--- src/rtl/pong_game_ctrl.sv ---
// rtl/pong_game_ctrl.sv - Pong game sequencer: paddles, ball, scores, serve/play/point/game-over
module pong_game_ctrl #(
    parameter int PADDLE_H    = 8,
    parameter int SERVE_TICKS = 30,
    parameter int POINT_TICKS = 15,
    parameter int WIN_SCORE   = 9
) (
    input  logic       board_clk,
    input  logic       reset,
    input  logic       tick,
    input  logic       start,
    input  logic       l_up,
    input  logic       l_dn,
    input  logic       r_up,
    input  logic       r_dn,
    output logic [5:0] paddle_l,
    output logic [5:0] paddle_r,
    output logic [5:0] ball_x,
    output logic [5:0] ball_y,
    output logic       ball_vis,
    output logic [3:0] score_l,
    output logic [3:0] score_r,
    output logic [2:0] state,
    output logic       game_over
);

    localparam logic [2:0] ST_IDLE     = 3'd0;
    localparam logic [2:0] ST_SERVE    = 3'd1;
    localparam logic [2:0] ST_PLAY     = 3'd2;
    localparam logic [2:0] ST_POINT    = 3'd3;
    localparam logic [2:0] ST_GAMEOVER = 3'd4;

    localparam logic [5:0] PAD_MAX   = 6'(64 - PADDLE_H);
    localparam logic [6:0] PAD_SPAN  = 7'(PADDLE_H - 1);
    localparam logic [4:0] SERVE_END = 5'(SERVE_TICKS - 1);
    localparam logic [4:0] POINT_END = 5'(POINT_TICKS - 1);
    localparam logic [3:0] WIN       = 4'(WIN_SCORE);

    // Bit order {start, l_up, l_dn, r_up, r_dn}
    logic [4:0] sync1_q, sync2_q;
    logic       start_s, l_up_s, l_dn_s, r_up_s, r_dn_s;

    // Direction flags: 1 means +1, 0 means -1
    logic [5:0] paddle_l_q, paddle_l_d, paddle_r_q, paddle_r_d;
    logic [5:0] ball_x_q, ball_x_d, ball_y_q, ball_y_d;
    logic       dx_q, dx_d, dy_q, dy_d, serve_dx_q, serve_dx_d;
    logic [3:0] score_l_q, score_l_d, score_r_q, score_r_d;
    logic [2:0] state_q, state_d;
    logic [4:0] cnt_q, cnt_d;
    logic       ball_vis_q, ball_vis_d, game_over_q, game_over_d;
    logic [6:0] l_top, l_bot, r_top, r_bot, y_ext;
    logic       hit_l, hit_r;

    assign {start_s, l_up_s, l_dn_s, r_up_s, r_dn_s} = sync2_q;

    function automatic logic [5:0] paddle_next(input logic [5:0] pos, input logic up, input logic dn);
        if (up && !dn && pos != 6'd0)
            return pos - 6'd1;
        else if (dn && !up && pos < PAD_MAX)
            return pos + 6'd1;
        else
            return pos;
    endfunction

    // Paddle coverage uses the pre-tick paddle and ball row
    always_comb begin
        y_ext = {1'b0, ball_y_q};
        l_top = {1'b0, paddle_l_q};
        l_bot = l_top + PAD_SPAN;
        r_top = {1'b0, paddle_r_q};
        r_bot = r_top + PAD_SPAN;
        hit_l = (y_ext >= l_top) && (y_ext <= l_bot);
        hit_r = (y_ext >= r_top) && (y_ext <= r_bot);
    end

    // Two-flop synchronizers for the switch and buttons
    always_ff @(posedge board_clk or posedge reset) begin
        if (reset) begin
            sync1_q <= 5'd0;
            sync2_q <= 5'd0;
        end else begin
            sync1_q <= {start, l_up, l_dn, r_up, r_dn};
            sync2_q <= sync1_q;
        end
    end

    // Next-state game logic; everything holds unless tick is high
    always_comb begin
        paddle_l_d = paddle_l_q;
        paddle_r_d = paddle_r_q;
        ball_x_d   = ball_x_q;
        ball_y_d   = ball_y_q;
        dx_d       = dx_q;
        dy_d       = dy_q;
        serve_dx_d = serve_dx_q;
        score_l_d  = score_l_q;
        score_r_d  = score_r_q;
        state_d    = state_q;
        cnt_d      = cnt_q;
        if (tick) begin
            paddle_l_d = paddle_next(paddle_l_q, l_up_s, l_dn_s);
            paddle_r_d = paddle_next(paddle_r_q, r_up_s, r_dn_s);
            case (state_q)
                ST_IDLE: begin
                    if (start_s) begin
                        state_d  = ST_SERVE;
                        ball_x_d = 6'd32;
                        ball_y_d = 6'd32;
                        cnt_d    = 5'd0;
                    end
                end
                ST_SERVE: begin
                    ball_x_d = 6'd32;
                    ball_y_d = 6'd32;
                    if (cnt_q == SERVE_END) begin
                        state_d = ST_PLAY;
                        cnt_d   = 5'd0;
                        dy_d    = 1'b1;
                        dx_d    = serve_dx_q;
                    end else begin
                        cnt_d = cnt_q + 5'd1;
                    end
                end
                ST_PLAY: begin
                    if (ball_y_q == 6'd0 && !dy_q) begin
                        dy_d     = 1'b1;
                        ball_y_d = 6'd1;
                    end else if (ball_y_q == 6'd63 && dy_q) begin
                        dy_d     = 1'b0;
                        ball_y_d = 6'd62;
                    end else begin
                        ball_y_d = dy_q ? ball_y_q + 6'd1 : ball_y_q - 6'd1;
                    end
                    if (ball_x_q == 6'd1 && !dx_q) begin
                        if (hit_l) begin
                            dx_d     = 1'b1;
                            ball_x_d = 6'd2;
                        end else begin
                            ball_x_d   = 6'd0;
                            score_r_d  = score_r_q + 4'd1;
                            serve_dx_d = 1'b0;
                            state_d    = ST_POINT;
                        end
                    end else if (ball_x_q == 6'd62 && dx_q) begin
                        if (hit_r) begin
                            dx_d     = 1'b0;
                            ball_x_d = 6'd61;
                        end else begin
                            ball_x_d   = 6'd63;
                            score_l_d  = score_l_q + 4'd1;
                            serve_dx_d = 1'b1;
                            state_d    = ST_POINT;
                        end
                    end else begin
                        ball_x_d = dx_q ? ball_x_q + 6'd1 : ball_x_q - 6'd1;
                    end
                end
                ST_POINT: begin
                    if (cnt_q == POINT_END) begin
                        cnt_d = 5'd0;
                        if (score_l_q == WIN || score_r_q == WIN) begin
                            state_d = ST_GAMEOVER;
                        end else begin
                            state_d  = ST_SERVE;
                            ball_x_d = 6'd32;
                            ball_y_d = 6'd32;
                        end
                    end else begin
                        cnt_d = cnt_q + 5'd1;
                    end
                end
                ST_GAMEOVER: begin
                    if (start_s) begin
                        state_d    = ST_SERVE;
                        score_l_d  = 4'd0;
                        score_r_d  = 4'd0;
                        serve_dx_d = 1'b1;
                        ball_x_d   = 6'd32;
                        ball_y_d   = 6'd32;
                        cnt_d      = 5'd0;
                    end
                end
                default: state_d = ST_IDLE;
            endcase
        end
        ball_vis_d  = (state_d == ST_SERVE) || (state_d == ST_PLAY) || (state_d == ST_POINT);
        game_over_d = (state_d == ST_GAMEOVER);
    end

    // Game state registers with asynchronous reset to the power-on layout
    always_ff @(posedge board_clk or posedge reset) begin
        if (reset) begin
            paddle_l_q  <= 6'd28;
            paddle_r_q  <= 6'd28;
            ball_x_q    <= 6'd32;
            ball_y_q    <= 6'd32;
            dx_q        <= 1'b1;
            dy_q        <= 1'b1;
            serve_dx_q  <= 1'b1;
            score_l_q   <= 4'd0;
            score_r_q   <= 4'd0;
            state_q     <= ST_IDLE;
            cnt_q       <= 5'd0;
            ball_vis_q  <= 1'b0;
            game_over_q <= 1'b0;
        end else begin
            paddle_l_q  <= paddle_l_d;
            paddle_r_q  <= paddle_r_d;
            ball_x_q    <= ball_x_d;
            ball_y_q    <= ball_y_d;
            dx_q        <= dx_d;
            dy_q        <= dy_d;
            serve_dx_q  <= serve_dx_d;
            score_l_q   <= score_l_d;
            score_r_q   <= score_r_d;
            state_q     <= state_d;
            cnt_q       <= cnt_d;
            ball_vis_q  <= ball_vis_d;
            game_over_q <= game_over_d;
        end
    end

    assign paddle_l  = paddle_l_q;
    assign paddle_r  = paddle_r_q;
    assign ball_x    = ball_x_q;
    assign ball_y    = ball_y_q;
    assign ball_vis  = ball_vis_q;
    assign score_l   = score_l_q;
    assign score_r   = score_r_q;
    assign state     = state_q;
    assign game_over = game_over_q;

endmodule
--- config.mk ---
export PLATFORM = sky130hd
export DESIGN_NAME = pong_game_ctrl
export DESIGN_NICKNAME = d
export VERILOG_FILES = /design/src/rtl/pong_game_ctrl.sv
export SDC_FILE = /design/constraint.sdc
export NUM_CORES = 1
export LEC_CHECK = 0
export CORE_MARGIN = 5
export CORE_UTILIZATION = 47
export DETAILED_ROUTE_END_ITERATION = 10
export PLACE_DENSITY_LB_ADDON = 0.05
export SLEW_MARGIN = 10
export SYNTH_ARGS = -nofsm -noshare
export SYNTH_HDL_FRONTEND = slang
export SYNTH_SLANG_ARGS = --single-unit
--- constraint.sdc ---
create_clock -name board_clk -period 3.2 [get_ports board_clk]
set_input_delay 0.48 -clock board_clk [delete_from_list [all_inputs] [get_ports board_clk]]
set_output_delay 0.48 -clock board_clk [all_outputs]
set_load 0.05 [all_outputs]
==> metrics, run 1 <==
RSZ-0062 raised after global routing=false; post-synthesis sequential area ratio=34.0%; Cell Area, Synth=4080 sq um; instance area at placement=4650 sq um; DP HPWL=6980 um; Sw Pwr=1.26 mW; Worst Skew=0.0186 ns; Reg clk slew, reported paths=0.11 ns; GRT Total Usage=18.0%; WL/cell=15.2 um; worst vdd ir=247 uV; Post-synth top flop=dfrtp_1; Final Total Pwr=2.91 mW; Vias/cell=5.55; Worst setup EP type=flip-flop; FFs w/ async S/R, synth=100%; count of cell types in the netlist=67; worst-skew pair later-pin latency=0.31 ns; Root Buffer=clkbuf_8; Synth top cells by count=ha_1, dfrtp_1, nand2_1, o21ai_0, inv_1; PD cells=613 nW/um^2; Hold Path Class=reg -> reg; Slowest-stage cell, CP=or4_1; Layout fillers=805; first-pass GRT wire length=15400 um; clock tree buffer depth=2; top cells by area, synth=dfrtp_1, ha_1, dfstp_2; sequential share of power=32.9%; fin util=55.4%; vias after detailed routing=3323; CTS Hold Bufs=0; register bit total from synthesis=55; Worst setup SP type=flip-flop; critical path launch point=paddle_r[0]; final wirelength=9130 um; Crit Reg-Reg Startpoint=paddle_r[0]; Post-Syn Nets=501; critical-path cell list=inv_1 > ha_1 > nor2b_1 > nor2_1 > xnor2_1 > ha_1 > nand3_1 > a21o_1 > a211oi_2 > nor2_1 > or4_1 > nand3_1; Worst EP arrival=3.21 ns; num ports=45; Post-synth EDFFs=0; Comb pwr share=51.0%; H-tree depth=2; Cells after Synth=441; Tcrit/Tclk final=92.6%; Peak Freq=0.337 GHz; pin count of the biggest net entering global routing=21; worst path bufs/invs=1; crit path max fanout=6; run status=completed; Port Buf Inserts=44; Pleak=2.23 nW; drt first pass iters=4; drc violations=0; max-cap violations=0; layout net count=550; gp weighted congestion=0.824; initial drt markers=76; row count=34; Final Hold Vio Count=0; Final setup viols=0; post-synth top area cell=dfrtp_1; crit-path max cell delay=0.51 ns; minimum clock period after layout=2.96 ns; final instance area=4760 sq um; number of global-route vias before repair=3279; CTS Buf Count=5; gr ovfl total=0; Die Y=103 um; Crit Path Class=reg -> reg; Sink Count=55; ANT nets after route=0; Core ar.=8590 sq um; Slew headroom=48.1%; ratio of cells with drive above 1 in the final layout=8.96%; dpl ws=0.259 ns; CTS tree=built; Initial Util=47.5%; die width=103 um; Int Pwr=1.65 mW; final setup margin=0.236 ns; Top delay family on crit path=simple AND/OR/NAND/NOR gates; hold_sp=sync1_q[2]; worst slew pin tran=0.771 ns; # diodes=0; Yosys top cell area share=27.0%; Max Slew Vio Count=0; clock power share=16.0%; sw frac=43.4%; CP Data Required Time=3.45 ns; die footprint=10700 sq um; setup bufs post-CTS=0; initial antenna violation count=0; setup TNS=0 ns; cts repair resizes=0; most numerous cell in the Yosys netlist=ha_1; Yosys warning total=0; P&R area growth vs syn=16.5%; Syn Area/Cell=9.26 sq um
[power groups by stage]
stage          logic, mW  clock network (mW)  registers (mW)
6_report            1.49               0.467           0.960
5_1_grt             1.66               0.510           0.986
4_1_cts             1.50               0.488           0.961
3_5_place_dp        1.50                   0           0.973
3_3_place_gp        1.46                   0           0.971
2_1_floorplan      0.865                   0            1.21
[metrics by stage]
step / instances / hold slack, ns
final: 599 / 0.361
after global routing: 599 / 0.368
after CTS: 599 / 0.362
after detailed placement: 591 / 0.336
after global placement: 591 / 0.334
after floorplan: 441 / 0.331
[final cells by class]
class	count	area (sq um)	share of cell area [%]
Multi-Input combinational cell	346	2510	52.8
Tap cell	108	135	2.84
Inverter	30	113	2.37
Clock buffer	7	76.3	1.60
Sequential cell	55	1390	29.2
Clock inverter	1	30.0	0.631
Timing Repair Buffer	52	500	10.5
[routing by layer]
| metal | vias to the layer above | part of all wire, % | track usage (%) |
|---|---|---|---|
| li1 | 1684 | - | - |
| met1 | 1590 | 47 | 23.6 |
| met2 | 43 | 49 | 31.7 |
| met3 | 6 | 2.6 | 2.35 |
| met4 | 0 | 0.96 | 3.88 |
| met5 | - | 0 | 0 |
[final timing paths]
path                               to  slack [ns]  cells after the start
min in group asynchronous  score_r[3]        0.46                      2
setup / recovery           score_l[3]        0.24                     12
hold reg to reg            sync2_q[2]        0.36                      0
hold / removal             sync2_q[2]        0.36                      0
max in group asynchronous        dx_q        2.05                      3
setup reg to reg           score_l[3]        0.24                     12
[state kept, by name, summed over array words and instances (netlist names), 5 cells and up]
name,cells
ball_x,6
ball_y,6
paddle_l,6
paddle_r,6
cnt_q,5
sync1_q,5
sync2_q,5
[logic make-up after synthesis]
family	synth area share (%)
AO/OA/AOI/OAI	20.4
XOR/XNOR	5.58
flip-flops	34.0
buffers and inverters	4.38
AND/OR/NAND/NOR	18.1
multiplexers	1.01
adder cells (fa/ha/maj)	16.5
[layout by cell type, fill, tap and decap left out, types with 7 or more instances in the layout]
cell type and count:
nand3_1 12, o21ai_0 38, a31oi_1 7, buf_4 8, dfstp_2 11, nor2b_1 7, nor2_1 21, dfrtp_1 44
xor2_1 8, ha_1 49, clkdlybuf4s50_1 44, a21o_1 18, nand2b_1 7, nand2_1 43, xnor2_1 18, o31ai_1 7
a21oi_1 22, inv_1 29
(Power assumes the default switching activity.)
==> run 2: changes to the inputs <==
--- a/config.mk
+++ b/config.mk
@@ -9,6 +9,7 @@
 export CORE_UTILIZATION = 47
 export DETAILED_ROUTE_END_ITERATION = 10
 export PLACE_DENSITY_LB_ADDON = 0.05
+export RECOVER_POWER = 100
 export SLEW_MARGIN = 10
 export SYNTH_ARGS = -nofsm -noshare
 export SYNTH_HDL_FRONTEND = slang
==> run 2 against run 1 <==
Net effect:
- core utilization fell by 0.22 points
- critical path depth did not move
- clock power barely moved
- design area fell by 0.39%
- maximum frequency rose by 0.15%
- largest power group unchanged
- highest routed layer unchanged
==> metrics, run 2 (synthesized netlist as in run 1, its figures left out) <==
WL/cell=15.2 um (about the same); Final Hold Vio Count=0 (unchanged); # diodes=0 (unchanged); Worst Skew=0.0168 ns (was 0.0186 ns); number of global-route vias before repair=3279 (unchanged); GRT Total Usage=18.0% (unchanged); setup TNS=0 ns (unchanged); Hold Path Class=reg -> reg (unchanged); layout net count=550 (unchanged); Worst setup SP type=flip-flop (unchanged); final instance area=4740 sq um (was 4760 sq um); initial drt markers=76 (unchanged); critical-path cell list=inv_1 > ha_1 > nor2b_1 > nor2_1 > xnor2_1 > ha_1 > nand3_1 > a21o_1 > a211oi_2 > nor2_1 > or4_1 > nand3_1 (unchanged); RSZ-0062 raised after global routing=false (unchanged); row count=34 (unchanged); most common cell after layout, fill and taps aside=ha_1 (unchanged); Worst setup EP type=flip-flop (unchanged); clock tree buffer depth=2 (unchanged); ratio of cells with drive above 1 in the final layout=7.74% (was 8.96%); worst slew pin tran=1.18 ns (was 0.771 ns); fin cells=599 (unchanged); Vias/cell=5.54 (was 5.55); max-cap violations=0 (unchanged); Tcrit/Tclk final=92.5% (was 92.6%); setup bufs post-CTS=0 (unchanged); Final setup viols=0 (unchanged); final hold slack=0.360 ns (was 0.361 ns); Layout fillers=812 (was 805); worst-skew pair later-pin latency=0.31 ns (about the same); first-pass GRT wire length=15400 um (unchanged); Crit Path Class=reg -> reg (unchanged); Slowest-stage cell, CP=or4_1 (unchanged); minimum clock period after layout=2.96 ns (about the same); initial antenna violation count=0 (unchanged); worst path bufs/invs=1 (unchanged); dpl cells=591 (unchanged); P&R area growth vs syn=16.1% (was 16.5%); Max Slew Vio Count=0 (unchanged); CP Data Required Time=3.45 ns (about the same); gp weighted congestion=0.824 (unchanged); Reg clk slew, reported paths=0.11 ns (about the same); Pleak=2.28 nW (was 2.23 nW); Core ar.=8590 sq um (unchanged); PD cells=607 nW/um^2 (was 613 nW/um^2); Die Y=103 um (unchanged); run status=completed (unchanged); CTS tree=built (unchanged); Sink Count=55 (unchanged); drc violations=0 (unchanged); worst vdd ir=236 uV (was 247 uV); H-tree depth=2 (unchanged); DP HPWL=6980 um (unchanged); fin util=55.2% (was 55.4%); Initial Util=47.5% (unchanged); Worst EP arrival=3.21 ns (about the same); most frequent cells in the layout=ha_1, dfrtp_1, dlygate4sd3_1 (was ha_1, dfrtp_1, clkdlybuf4s50_1); gr ovfl total=0 (unchanged); Top delay family on crit path=simple AND/OR/NAND/NOR gates (unchanged); instance area at placement=4650 sq um (unchanged); die width=103 um (unchanged); Slew headroom=21.6% (was 48.1%); crit path max fanout=6 (unchanged); die footprint=10700 sq um (unchanged); ANT nets after route=0 (unchanged); vias after detailed routing=3319 (was 3323); cts repair resizes=0 (unchanged); CTS Buf Count=5 (unchanged); final wirelength=9100 um (was 9130 um); CTS Hold Bufs=0 (unchanged); Peak Freq=0.338 GHz (was 0.337 GHz); crit-path max cell delay=0.51 ns (about the same); Port Buf Inserts=44 (unchanged); Root Buffer=clkbuf_8 (unchanged); drt first pass iters=4 (unchanged); pin count of the biggest net entering global routing=21 (unchanged); num ports=45 (unchanged)
## run 2: per-stage QoR
step	total power [mW]	worst slack [ns]
floorplan	2.07	0.0622
global placement	2.43	0.406
detailed placement	2.47	0.259
CTS	2.95	0.234
global route	3.12	0.0241
finish	2.88	0.240
## run 2: final cells by class
class / count / area (sq um) / share of cell area, %
clock inverters: 1 / 30.0 / 0.634
clock buffers: 7 / 76.3 / 1.61
multi-input cells: 346 / 2510 / 53.0
repair buffers: 52 / 482 / 10.2
well taps: 108 / 135 / 2.85
flip-flops and latches: 55 / 1390 / 29.3
inverters: 30 / 113 / 2.38
## run 2: worst register-to-register path, delay by kind of cell, from the launching register on
kind / cells / cell delay (ns)
simple gates: 6 / 1.16
fa+ha+maj: 2 / 0.50
compound gates: 2 / 0.48
flops: 1 / 0.47
buf+inv: 1 / 0.16
xor+xnor: 1 / 0.13
## run 2: layer usage
metal	vias up	track usage [%]	wire, um
met1	1568	23.6	4310
met4	0	3.88	75
met3	6	2.35	290
met2	57	31.7	4420
met5	-	0	0
li1	1688	-	-
## run 2: final timing paths
check / from / endpoint / slack [ns] / depth (start not counted)
min in group asynchronous: reset / score_r[3] / 0.70 / 2
worst max register to register: paddle_r[0] / score_l[3] / 0.24 / 12
max in group asynchronous: reset / cnt_q[3] / 0.98 / 3
worst min-delay path: sync1_q[2] / sync2_q[2] / 0.36 / 0
worst min register to register: sync1_q[2] / sync2_q[2] / 0.36 / 0
worst max-delay path: paddle_r[0] / score_l[3] / 0.24 / 12
## run 2: power breakdown
group,switching [mW],internal (mW),leakage [nW]
Clock,0.232,0.235,0.0524
Sequential,0.139,0.817,0.672
Combinational,0.888,0.566,1.56
==> run 3: changes to the inputs <==
--- a/config.mk
+++ b/config.mk
@@ -5,8 +5,10 @@
 export SDC_FILE = /design/constraint.sdc
 export NUM_CORES = 1
 export LEC_CHECK = 0
+export CELL_PAD_IN_SITES_DETAIL_PLACEMENT = 0
+export CELL_PAD_IN_SITES_GLOBAL_PLACEMENT = 1
 export CORE_MARGIN = 5
-export CORE_UTILIZATION = 47
+export CORE_UTILIZATION = 44
 export DETAILED_ROUTE_END_ITERATION = 10
 export PLACE_DENSITY_LB_ADDON = 0.05
 export RECOVER_POWER = 100
==> run 3 against run 2 <==
Net effect:
- clock power fell by 15%
- register-to-register slack improved by 0.02 ns
- critical path type unchanged
- clock skew down 0.0055 ns
- worst hold slack got worse by 0.0011 ns
- maximum frequency increased by 0.76%
- sequential power barely moved
==> metrics, run 3 (synthesized netlist as in run 1, its figures left out) <==
run status=completed (unchanged); H-tree depth=2 (unchanged); drt first pass iters=4 (unchanged); Final Hold Vio Count=0 (unchanged); CP Data Required Time=3.46 ns (was 3.45 ns); most frequent cells in the layout=ha_1, dfrtp_1, dlygate4sd3_1 (unchanged); P&R area growth vs syn=15.4% (was 16.1%); max-cap violations=0 (unchanged); first-pass GRT wire length=15600 um (was 15400 um); clock power share=14.1% (was 16.2%); Pleak=2.26 nW (was 2.28 nW); CTS Hold Bufs=0 (unchanged); drc violations=0 (unchanged); Worst setup SP type=flip-flop (unchanged); ratio of cells with drive above 1 in the final layout=7.33% (was 7.74%); clock tree buffer depth=2 (unchanged); Max Slew Vio Count=0 (unchanged); Sw Pwr=1.27 mW (was 1.26 mW); CTS tree=built (unchanged); Port Buf Inserts=44 (unchanged); met1 GRT Util=23.8% (was 23.6%); worst slew pin tran=1.28 ns (was 1.18 ns); minimum clock period after layout=2.94 ns (was 2.96 ns); gp weighted congestion=0.825 (was 0.824); crit-path max cell delay=0.52 ns (was 0.51 ns); Layout fillers=864 (was 812); Crit Path Class=reg -> reg (unchanged); global routing usage on met3=2.19% (was 2.35%); worst path bufs/invs=1 (unchanged); # diodes=0 (unchanged); Root Buffer=clkbuf_8 (unchanged); Vias/cell=5.51 (was 5.54); cts repair resizes=0 (unchanged); gr ovfl total=0 (unchanged); Worst EP arrival=3.19 ns (was 3.21 ns); Top delay family on crit path=simple AND/OR/NAND/NOR gates (unchanged); pin count of the biggest net entering global routing=21 (unchanged); Multi-input gate area=2510 sq um (about the same); worst-skew pair later-pin latency=0.31 ns (about the same); Slowest-stage cell, CP=or4_1 (unchanged); CTS Buf Count=5 (unchanged); Comb pwr share=51.8% (was 50.5%); most common cell after layout, fill and taps aside=ha_1 (unchanged); GRT Total Usage=16.8% (was 18.0%); Peak Freq=0.340 GHz (was 0.338 GHz); Slew headroom=14.4% (was 21.6%); num ports=45 (unchanged); ANT nets after route=0 (unchanged); critical-path cell list=inv_1 > ha_1 > nor2b_1 > nor2_1 > xnor2_1 > ha_1 > nand3_1 > a21o_1 > a211oi_2 > nor2_1 > or4_1 > nand3_1 (unchanged); Int Pwr=1.53 mW (was 1.62 mW); sw frac=45.2% (was 43.8%); Initial Util=44.6% (was 47.5%); Crit Reg-Reg Startpoint=paddle_r[0] (unchanged); final wirelength=9200 um (was 9100 um); WL/cell=15.3 um (was 15.2 um); sequential share of power=34.1% (was 33.2%); Die Y=106 um (was 103 um); RSZ-0062 raised after global routing=false (unchanged); number of global-route vias before repair=3125 (was 3279); die width=106 um (was 103 um); Hold Path Class=reg -> reg (unchanged); Tcrit/Tclk final=91.8% (was 92.5%); hold_sp=sync1_q[2] (unchanged); DP HPWL=7090 um (was 6980 um); Final setup viols=0 (unchanged); Worst setup EP type=flip-flop (unchanged); GR Layer Usage met2=27.6% (was 31.7%); row count=35 (was 34); Reg clk slew, reported paths=0.11 ns (about the same); initial drt markers=99 (was 76); fin util=51.5% (was 55.2%); Core ar.=9150 sq um (was 8590 sq um); setup TNS=0 ns (unchanged); Sink Count=55 (unchanged); crit path max fanout=6 (unchanged); Worst Skew=0.0113 ns (was 0.0168 ns); PD cells=594 nW/um^2 (was 607 nW/um^2); worst vdd ir=242 uV (was 236 uV); critical path launch point=paddle_r[0] (unchanged); GRT busiest layer=met2 (unchanged); setup bufs post-CTS=0 (unchanged); area occupied by registers=1390 sq um (unchanged); initial antenna violation count=0 (unchanged); die footprint=11300 sq um (was 10700 sq um); layout net count=550 (unchanged); vias after detailed routing=3320 (was 3319)
==> run 3: layout make-up <==
| class | count | share of cell area (%) |
|---|---|---|
| sequential | 55 | 29.5 |
| timing repair buffer | 52 | 10.1 |
| tap | 111 | 2.95 |
| clock inverter | 2 | 0.265 |
| inverter | 30 | 2.39 |
| clock buffer | 6 | 1.54 |
| multi-input combinational | 346 | 53.2 |
==> run 3: stage by stage <==
stage / instance area [sq um] / hold slack, ns / instances / total power, mW / setup slack, ns
2_1_floorplan: 4080 / 0.331 / 441 / 2.07 / 0.0622
3_3_place_gp: 4660 / 0.332 / 594 / 2.45 / 0.402
3_5_place_dp: 4660 / 0.336 / 594 / 2.47 / 0.270
4_1_cts: 4740 / 0.361 / 602 / 2.89 / 0.247
5_1_grt: 4710 / 0.370 / 602 / 3.06 / 0.0297
6_report: 4710 / 0.359 / 602 / 2.80 / 0.263
==> run 3: worst register-to-register path: stages, from the launching register on <==
cell	delay [ns]
dfrtp_1	0.45
inv_1	0.16
ha_1	0.20
nor2b_1	0.25
nor2_1	0.08
xnor2_1	0.13
ha_1	0.29
nand3_1	0.09
a21o_1	0.19
a211oi_2	0.30
nor2_1	0.13
or4_1	0.52
nand3_1	0.10
==> run 3: path summary, 6_finish.rpt <==
check                        endpoint  slack [ns]  cells past startpoint
max                        score_l[3]        0.26                     12
min                        sync2_q[2]        0.36                      0
max reg2reg                score_l[3]        0.26                     12
min reg2reg                sync2_q[2]        0.36                      0
max in group asynchronous    state[0]        0.89                      3
min in group asynchronous  score_r[1]        0.70                      2
==> run 3: routing by layer <==
layer / vias up / wire, um
li1: 1686 / -
met1: 1589 / 4510
met2: 38 / 4390
met3: 7 / 239
met4: 0 / 59
met5: - / 0
==> run 3: power by group through the flow <==
| stage | Combinational, mW | Clock (mW) | Sequential [mW] |
|---|---|---|---|
| 3_5_place_dp | 1.50 | 0 | 0.976 |
| 4_1_cts | 1.50 | 0.418 | 0.963 |
| 3_3_place_gp | 1.48 | 0 | 0.972 |
| 6_report | 1.45 | 0.395 | 0.955 |
| 2_1_floorplan | 0.865 | 0 | 1.21 |
| 5_1_grt | 1.64 | 0.443 | 0.982 |
